===== src/rtl/fetch_pkg.sv =====
// Shared types and constants for the instruction fetch sequencer.
package fetch_pkg;

   typedef enum logic [1:0] {
      BOOT  = 2'd0,
      RUN   = 2'd1,
      BUSY  = 2'd2,
      DRAIN = 2'd3
   } fetch_state_e;

   localparam logic [31:0] PC_STEP          = 32'd4;
   localparam logic [31:0] PC_READ_OFFSET   = 32'd8;
   localparam logic [31:0] WORD_MASK        = 32'hFFFF_FFFC;
   localparam logic [31:0] DEF_RESET_VECTOR = 32'h0000_0000;
   localparam logic [31:0] DEF_EXC_VECTOR   = 32'h0000_0004;

endpackage


===== src/rtl/fetch_sequencer_if.sv =====
// Instruction-memory request/ready bus between the fetch sequencer and imem.
interface fetch_sequencer_if;

   logic        imem_req;
   logic [31:0] imem_addr;
   logic        imem_ready;
   logic [31:0] imem_rdata;

   modport master (
      output imem_req,
      output imem_addr,
      input  imem_ready,
      input  imem_rdata
   );

   modport slave (
      input  imem_req,
      input  imem_addr,
      output imem_ready,
      output imem_rdata
   );

endinterface


===== src/rtl/fetch_buffer.sv =====
// Single-entry instruction buffer presented to decode, with the ARM PC-read (+8) value.
module fetch_buffer
   import fetch_pkg::*;
(
   input  logic        clk,
   input  logic        reset,
   input  logic        load,
   input  logic        consume,
   input  logic        flush,
   input  logic [31:0] load_instr,
   input  logic [31:0] load_pc,
   output logic        instr_valid,
   output logic [31:0] instr,
   output logic [31:0] instr_pc,
   output logic [31:0] instr_pc_plus8
);

   logic        valid_q, valid_d;
   logic [31:0] instr_q, instr_d;
   logic [31:0] pc_q, pc_d;

   // flush beats load beats consume; a load in the consume cycle refills the slot
   always_comb begin
      valid_d = valid_q;
      instr_d = instr_q;
      pc_d    = pc_q;
      if (flush) begin
         valid_d = 1'b0;
      end else if (load) begin
         valid_d = 1'b1;
         instr_d = load_instr;
         pc_d    = load_pc;
      end else if (consume) begin
         valid_d = 1'b0;
      end
   end

   always_ff @(posedge clk or posedge reset) begin
      if (reset) begin
         valid_q <= 1'b0;
         instr_q <= 32'd0;
         pc_q    <= 32'd0;
      end else begin
         valid_q <= valid_d;
         instr_q <= instr_d;
         pc_q    <= pc_d;
      end
   end

   assign instr_valid    = valid_q;
   assign instr          = instr_q;
   assign instr_pc       = pc_q;
   assign instr_pc_plus8 = pc_q + PC_READ_OFFSET;

endmodule


===== src/rtl/fetch_sequencer.sv =====
// PC register, next-PC selection and fetch FSM issuing one imem request at a time.
//
// state | meaning
// BOOT  | first cycle after reset, no request; a redirect here retargets pc
// RUN   | no request outstanding; issue at pc when buffer can take the result
// BUSY  | request at pc outstanding, buffer empty, waiting for imem_ready
// DRAIN | stale request outstanding after a redirect; result is discarded
module fetch_sequencer
   import fetch_pkg::*;
#(
   parameter logic [31:0] RESET_VECTOR = DEF_RESET_VECTOR,
   parameter logic [31:0] EXC_VECTOR   = DEF_EXC_VECTOR
) (
   input  logic                     clk,
   input  logic                     reset,
   input  logic                     stall,
   input  logic                     branch_taken,
   input  logic [31:0]              branch_target,
   input  logic                     exc_req,
   fetch_sequencer_if.master        imem,
   output logic                     instr_valid,
   output logic [31:0]              instr,
   output logic [31:0]              instr_pc,
   output logic [31:0]              instr_pc_plus8
);

   fetch_state_e state_q, state_d;
   logic [31:0]  pc_q, pc_d;
   logic [31:0]  pending_q, pending_d;

   logic        redirect;
   logic [31:0] target;
   logic [31:0] pc_inc;
   logic        req;
   logic        buf_load;
   logic        buf_flush;
   logic        buf_consume;

   assign redirect    = exc_req | branch_taken;
   assign target      = exc_req ? EXC_VECTOR : (branch_target & WORD_MASK);
   assign pc_inc      = pc_q + PC_STEP;
   assign buf_consume = instr_valid & ~stall;

   always_comb begin
      state_d   = state_q;
      pc_d      = pc_q;
      pending_d = pending_q;
      req       = 1'b0;
      buf_load  = 1'b0;
      buf_flush = 1'b0;
      case (state_q)
         BOOT: begin
            state_d = RUN;
            if (redirect) pc_d = target;
         end
         RUN: begin
            req = ~redirect & (~instr_valid | ~stall);
            if (redirect) begin
               pc_d      = target;
               buf_flush = 1'b1;
            end else if (req && imem.imem_ready) begin
               buf_load = 1'b1;
               pc_d     = pc_inc;
            end else if (req) begin
               state_d = BUSY;
            end
         end
         BUSY: begin
            req = 1'b1;
            if (redirect) begin
               buf_flush = 1'b1;
               if (imem.imem_ready) begin
                  pc_d    = target;
                  state_d = RUN;
               end else begin
                  pending_d = target;
                  state_d   = DRAIN;
               end
            end else if (imem.imem_ready) begin
               buf_load = 1'b1;
               pc_d     = pc_inc;
               state_d  = RUN;
            end
         end
         DRAIN: begin
            req = 1'b1;
            // the newest redirect wins over the one captured earlier
            if (redirect) pending_d = target;
            if (imem.imem_ready) begin
               pc_d    = redirect ? target : pending_q;
               state_d = RUN;
            end
         end
         default: begin
            state_d = BOOT;
         end
      endcase
   end

   always_ff @(posedge clk or posedge reset) begin
      if (reset) begin
         state_q   <= BOOT;
         pc_q      <= RESET_VECTOR;
         pending_q <= 32'd0;
      end else begin
         state_q   <= state_d;
         pc_q      <= pc_d;
         pending_q <= pending_d;
      end
   end

   assign imem.imem_req  = req;
   assign imem.imem_addr = pc_q;

   fetch_buffer u_buffer (
      .clk            (clk),
      .reset          (reset),
      .load           (buf_load),
      .consume        (buf_consume),
      .flush          (buf_flush),
      .load_instr     (imem.imem_rdata),
      .load_pc        (pc_q),
      .instr_valid    (instr_valid),
      .instr          (instr),
      .instr_pc       (instr_pc),
      .instr_pc_plus8 (instr_pc_plus8)
   );

endmodule


===== src/flat_wrapper.sv =====
// flat-port wrapper written by rule: the top's interface ports become plain ports
module fetch_sequencer_flat import fetch_pkg::*;
#(
   parameter logic [31:0] RESET_VECTOR = DEF_RESET_VECTOR,
   parameter logic [31:0] EXC_VECTOR   = DEF_EXC_VECTOR
)
  (clk, reset, stall, branch_taken, branch_target, exc_req, instr_valid, instr, instr_pc, instr_pc_plus8, imem_imem_req, imem_imem_addr, imem_imem_ready, imem_imem_rdata);
  fetch_sequencer_if imem_i ();
  input  logic clk;
  input  logic reset;
  input  logic stall;
  input  logic branch_taken;
  input  logic [31:0] branch_target;
  input  logic exc_req;
  output logic instr_valid;
  output logic [31:0] instr;
  output logic [31:0] instr_pc;
  output logic [31:0] instr_pc_plus8;
  output wire logic [$bits(imem_i.imem_req)-1:0] imem_imem_req;
  output wire logic [$bits(imem_i.imem_addr)-1:0] imem_imem_addr;
  input wire logic [$bits(imem_i.imem_ready)-1:0] imem_imem_ready;
  input wire logic [$bits(imem_i.imem_rdata)-1:0] imem_imem_rdata;
  assign imem_imem_req = imem_i.imem_req;
  assign imem_imem_addr = imem_i.imem_addr;
  assign imem_i.imem_ready = imem_imem_ready;
  assign imem_i.imem_rdata = imem_imem_rdata;
  fetch_sequencer #(.RESET_VECTOR(RESET_VECTOR), .EXC_VECTOR(EXC_VECTOR)) u_core (.clk(clk), .reset(reset), .stall(stall), .branch_taken(branch_taken), .branch_target(branch_target), .exc_req(exc_req), .imem(imem_i), .instr_valid(instr_valid), .instr(instr), .instr_pc(instr_pc), .instr_pc_plus8(instr_pc_plus8));
endmodule

===== config.mk =====
export PLATFORM = sky130hd
export DESIGN_NAME = fetch_sequencer_flat
export DESIGN_NICKNAME = d
export VERILOG_FILES = /design/src/rtl/fetch_pkg.sv /design/src/rtl/fetch_sequencer_if.sv /design/src/rtl/fetch_buffer.sv /design/src/rtl/fetch_sequencer.sv /design/src/flat_wrapper.sv
export SDC_FILE = /design/constraint.sdc
export NUM_CORES = 1
export LEC_CHECK = 0
export CAP_MARGIN = 30
export CORE_MARGIN = 4
export CORE_UTILIZATION = 30
export CTS_CLUSTER_DIAMETER = 30
export DETAILED_ROUTE_END_ITERATION = 8
export PLACE_DENSITY_LB_ADDON = 0.12
export SLEW_MARGIN = 20
export SYNTH_ARGS = -nofsm -noshare
export SYNTH_HDL_FRONTEND = slang
export SYNTH_SLANG_ARGS = --single-unit

===== constraint.sdc =====
create_clock -name clk -period 5.1 [get_ports clk]
set_input_delay 0.765 -clock clk [delete_from_list [all_inputs] [get_ports clk]]
set_output_delay 0.765 -clock clk [all_outputs]
set_load 0.01 [all_outputs]

==> impl_results.md <==
- Endpoint arrival time on the critical path: 3.08 ns
- Fraction of the cycle the final worst path needs: 0.754
- Maximum clock rate: 0.260 GHz
- Most frequent cell after synthesis: sky130_fd_sc_hd__dfrtp_1
- Data required time at the worst endpoint: 4.34 ns
- Cell count after placement: 1182
- Global-route wire length before repair: 37.7 mm
- Async set-or-reset flop fraction in the synthesized netlist: 1.00
- Number of buffers added by the clock tree synthesis step: 17
- Post-layout min period: 3.84 ns
- Worst hold endpoint: u_core.pending_q[26]
- Drt drc: 0
- Total clock sinks: 131
- Class of the tightest hold or removal check: flop to flop
- Overall die area: 26300 um2
- Filler instances: 2275
- Quantity of I/O buffers inserted on ports: 197
- Number of synthesized flops with an enable pin: 0
- Start point of the worst min-delay path: u_core.pending_q[26]
- Initial antenna violation count: 0
- Number of vias per cell: 5.20
- Clock tree from TritonCTS: yes
- Worst-path maximum fanout: 7
- Final wirelength: 24.2 mm
- Commonest register cell after synthesis: sky130_fd_sc_hd__dfrtp_1
- Number of nets with antenna violations after routing: 0
- Net count reported at finish: 959
- Unrepaired setup endpoints after global routing: false
- Cell types occupying the most area after synthesis: sky130_fd_sc_hd__dfrtp_1, sky130_fd_sc_hd__mux2_2, sky130_fd_sc_hd__a22o_1, sky130_fd_sc_hd__nand2_1, sky130_fd_sc_hd__xnor2_1
- Number of synthesis warnings: 0
- Synthesis-to-finish area growth: 42.2%
- Terminus of the critical flop-to-flop path: u_core.imem.imem_addr[23]
- Clk Tree Root Cell: sky130_fd_sc_hd__clkbuf_16
- Maximum number of buffers from clock root to sink: 2
- Power per Cell Area: 623 nW/um2
- Post-CTS setup buffer count: 0
- Number of inserted diodes: 0
- Critical path origin: u_core.u_buffer.instr_pc[5]
- Reg2reg start: u_core.state_q[0]
- Detailed-route wire length per cell: 19.9 um
- Synth area leader: sky130_fd_sc_hd__dfrtp_1
- Startpoint types: flop
- Vias in the first global route: 6274
- Cell leakage power: 4.16 nW
- Part of the Yosys area used for sequential elements: 0.459
- GP Congestion: 0.789
- First-iteration detailed-routing DRC count: 356
- Layout cells sized above 1: 0.155
- Accumulated negative setup slack: 0 ns
- Register-to-register setup slack: 1.88 ns
- Maximum number of pins on one net before global-route repair: 80
- Worst voltage drop across the vdd grid: 195 uV
- Layout Skew: 0.0131 ns
- Insertion delay of the later-clocked pin in the worst-skew pair: 0.42 ns
- Post-synth top cells: sky130_fd_sc_hd__dfrtp_1, sky130_fd_sc_hd__mux2_2, sky130_fd_sc_hd__nand2_1, sky130_fd_sc_hd__nor2_1, sky130_fd_sc_hd__a21oi_1
- Setup CP Type: flop to output pin
- Die H: 162 um
- Final-report max-slew violation count: 0
- Final hold viol count: 0
- Total Power Consumption: 0.00633 W
- Area of the mapped netlist: 7140 um2
- Instance area at placement: 9500 um2
- Chip Width: 162 um
- Number of instances in the synthesized netlist: 697
- Post-synthesis area per instance: 10.2 um2
- Final cell count without fillers: 1214
- Overall track demand over capacity in global routing: 0.181
- Synth top area share: 0.459
- Outcome: completed
- Total of cells resized after clock tree synthesis: 0
- Count of standard-cell rows: 56
- Total of max-cap violations: 0
- Measured slew at the worst slew-check pin: 0.927 ns
- Synthesis-stage register bit count: 131
- Placeable core area: 23500 um2
- Grt total ovfl: 0
- Count of final setup violators: 0
- Count of hold buffers inserted by post-cts repair: 0
- Clock edge transition at the registers on the reported setup and hold paths: 0.06 ns
- Final Core Density: 0.433
- Syn Nets: 774
- Ports: 200
- DP Wirelength: 17.1 mm
- H-tree levels: 4
- Post-route cell area: 10200 um2
- Number of cells traversed by the worst hold path: 2
- Detailed-router iteration count before antenna repair: 5
- Cells on worst reg2reg path: 6
- Worst slew margin relative to its limit: 0.382
- Starting Density: 0.304
- Via count: 6315
- Worst setup EP type: output pin
- Unique cell type count in the Yosys netlist: 65
==> how the worst max path moves through the flow <==
stage                                            to  slack (ns)  cells past startpoint
after floorplan            u_core.imem.imem_addr[0]        0.84                      1
after global placement    u_core.imem.imem_addr[23]        1.62                      5
after detailed placement         instr_pc_plus8[31]        1.62                      7
after CTS                        instr_pc_plus8[31]        1.16                      7
after global routing             instr_pc_plus8[31]        0.97                      7
final                            instr_pc_plus8[31]        1.26                      7
==> state kept, by name (all words and copies together) (netlist names) <==
name                         flops
u_core.u_buffer.instr_valid      1
u_core.state_q                   2
u_core.u_buffer.instr           32
u_core.u_buffer.instr_pc        32
u_core.pending_q                32
u_core.imem.imem_addr           32
==> worst max-delay path, cell delays in order, from the launching register on <==
cell,delay [ns]
sky130_fd_sc_hd__dfrtp_1,0.47
sky130_fd_sc_hd__and4_1,0.27
sky130_fd_sc_hd__and3_1,0.26
sky130_fd_sc_hd__nand2_1,0.16
sky130_fd_sc_hd__nor4_1,0.55
sky130_fd_sc_hd__nand4_1,0.20
sky130_fd_sc_hd__xnor2_1,0.19
sky130_fd_sc_hd__clkdlybuf4s50_1,0.57
==> kinds of logic after synthesis <==
kind of cell / after synthesis / share of synthesized area
adder cells (fa/ha/maj): 7 / 0.0123
AND/OR/NAND/NOR: 188 / 0.136
buffers and inverters: 64 / 0.0385
XOR/XNOR: 39 / 0.0478
AO/OA/AOI/OAI: 201 / 0.201
multiplexers: 67 / 0.105
flip-flops: 131 / 0.459
==> layout make-up <==
cell class | count | area, um2 | area share
Multi-Input combinational cell | 502 | 3620 | 0.356
Tap cell | 319 | 399 | 0.0393
Clock buffer | 19 | 453 | 0.0446
Inverter | 13 | 53.8 | 0.00529
Sequential cell | 131 | 3280 | 0.323
Clock inverter | 13 | 205 | 0.0202
Timing Repair Buffer | 217 | 2150 | 0.212
==> per-layer routing <==
metal  part of all wire  GRT usage  vias to the layer above
li1                   -          -                     2966
met1               0.47      0.260                     3096
met2               0.45      0.279                      229
met3              0.065     0.0353                       24
met4              0.016     0.0538                        0
met5                  0          0                        -
==> report_power, final <==
part	internal (W)	total, W	switching, W	leakage [nW]
clock	0.000893	0.00138	0.000482	0.315
sequential	0.00149	0.00201	0.000526	1.69
combinational	0.00157	0.00295	0.00138	2.16
==> stage by stage <==
step / setup WS (ns) / hold WS, ns
after floorplan: 0.837 / 0.450
after global placement: 1.62 / 0.467
after detailed placement: 1.62 / 0.479
after CTS: 1.16 / 0.493
after global routing: 0.966 / 0.516
final: 1.26 / 0.493
==> cells in the final DEF (no fill, tap or decap), drive strengths merged, types with 10 or more instances in the layout <==
cell type	instances
clkdlybuf4s50	197
dfrtp	131
mux2	66
nand2	60
o21ai	37
nor2	34
a21oi	31
a22o	30
xnor2	25
nand3	24
a22oi	23
buf	20
nor3	20
clkbuf	19
xor2	14
nand4	14
inv	13
a21o	11
o31ai	11
a221oi	10
Power figures use the tool's default switching activity.
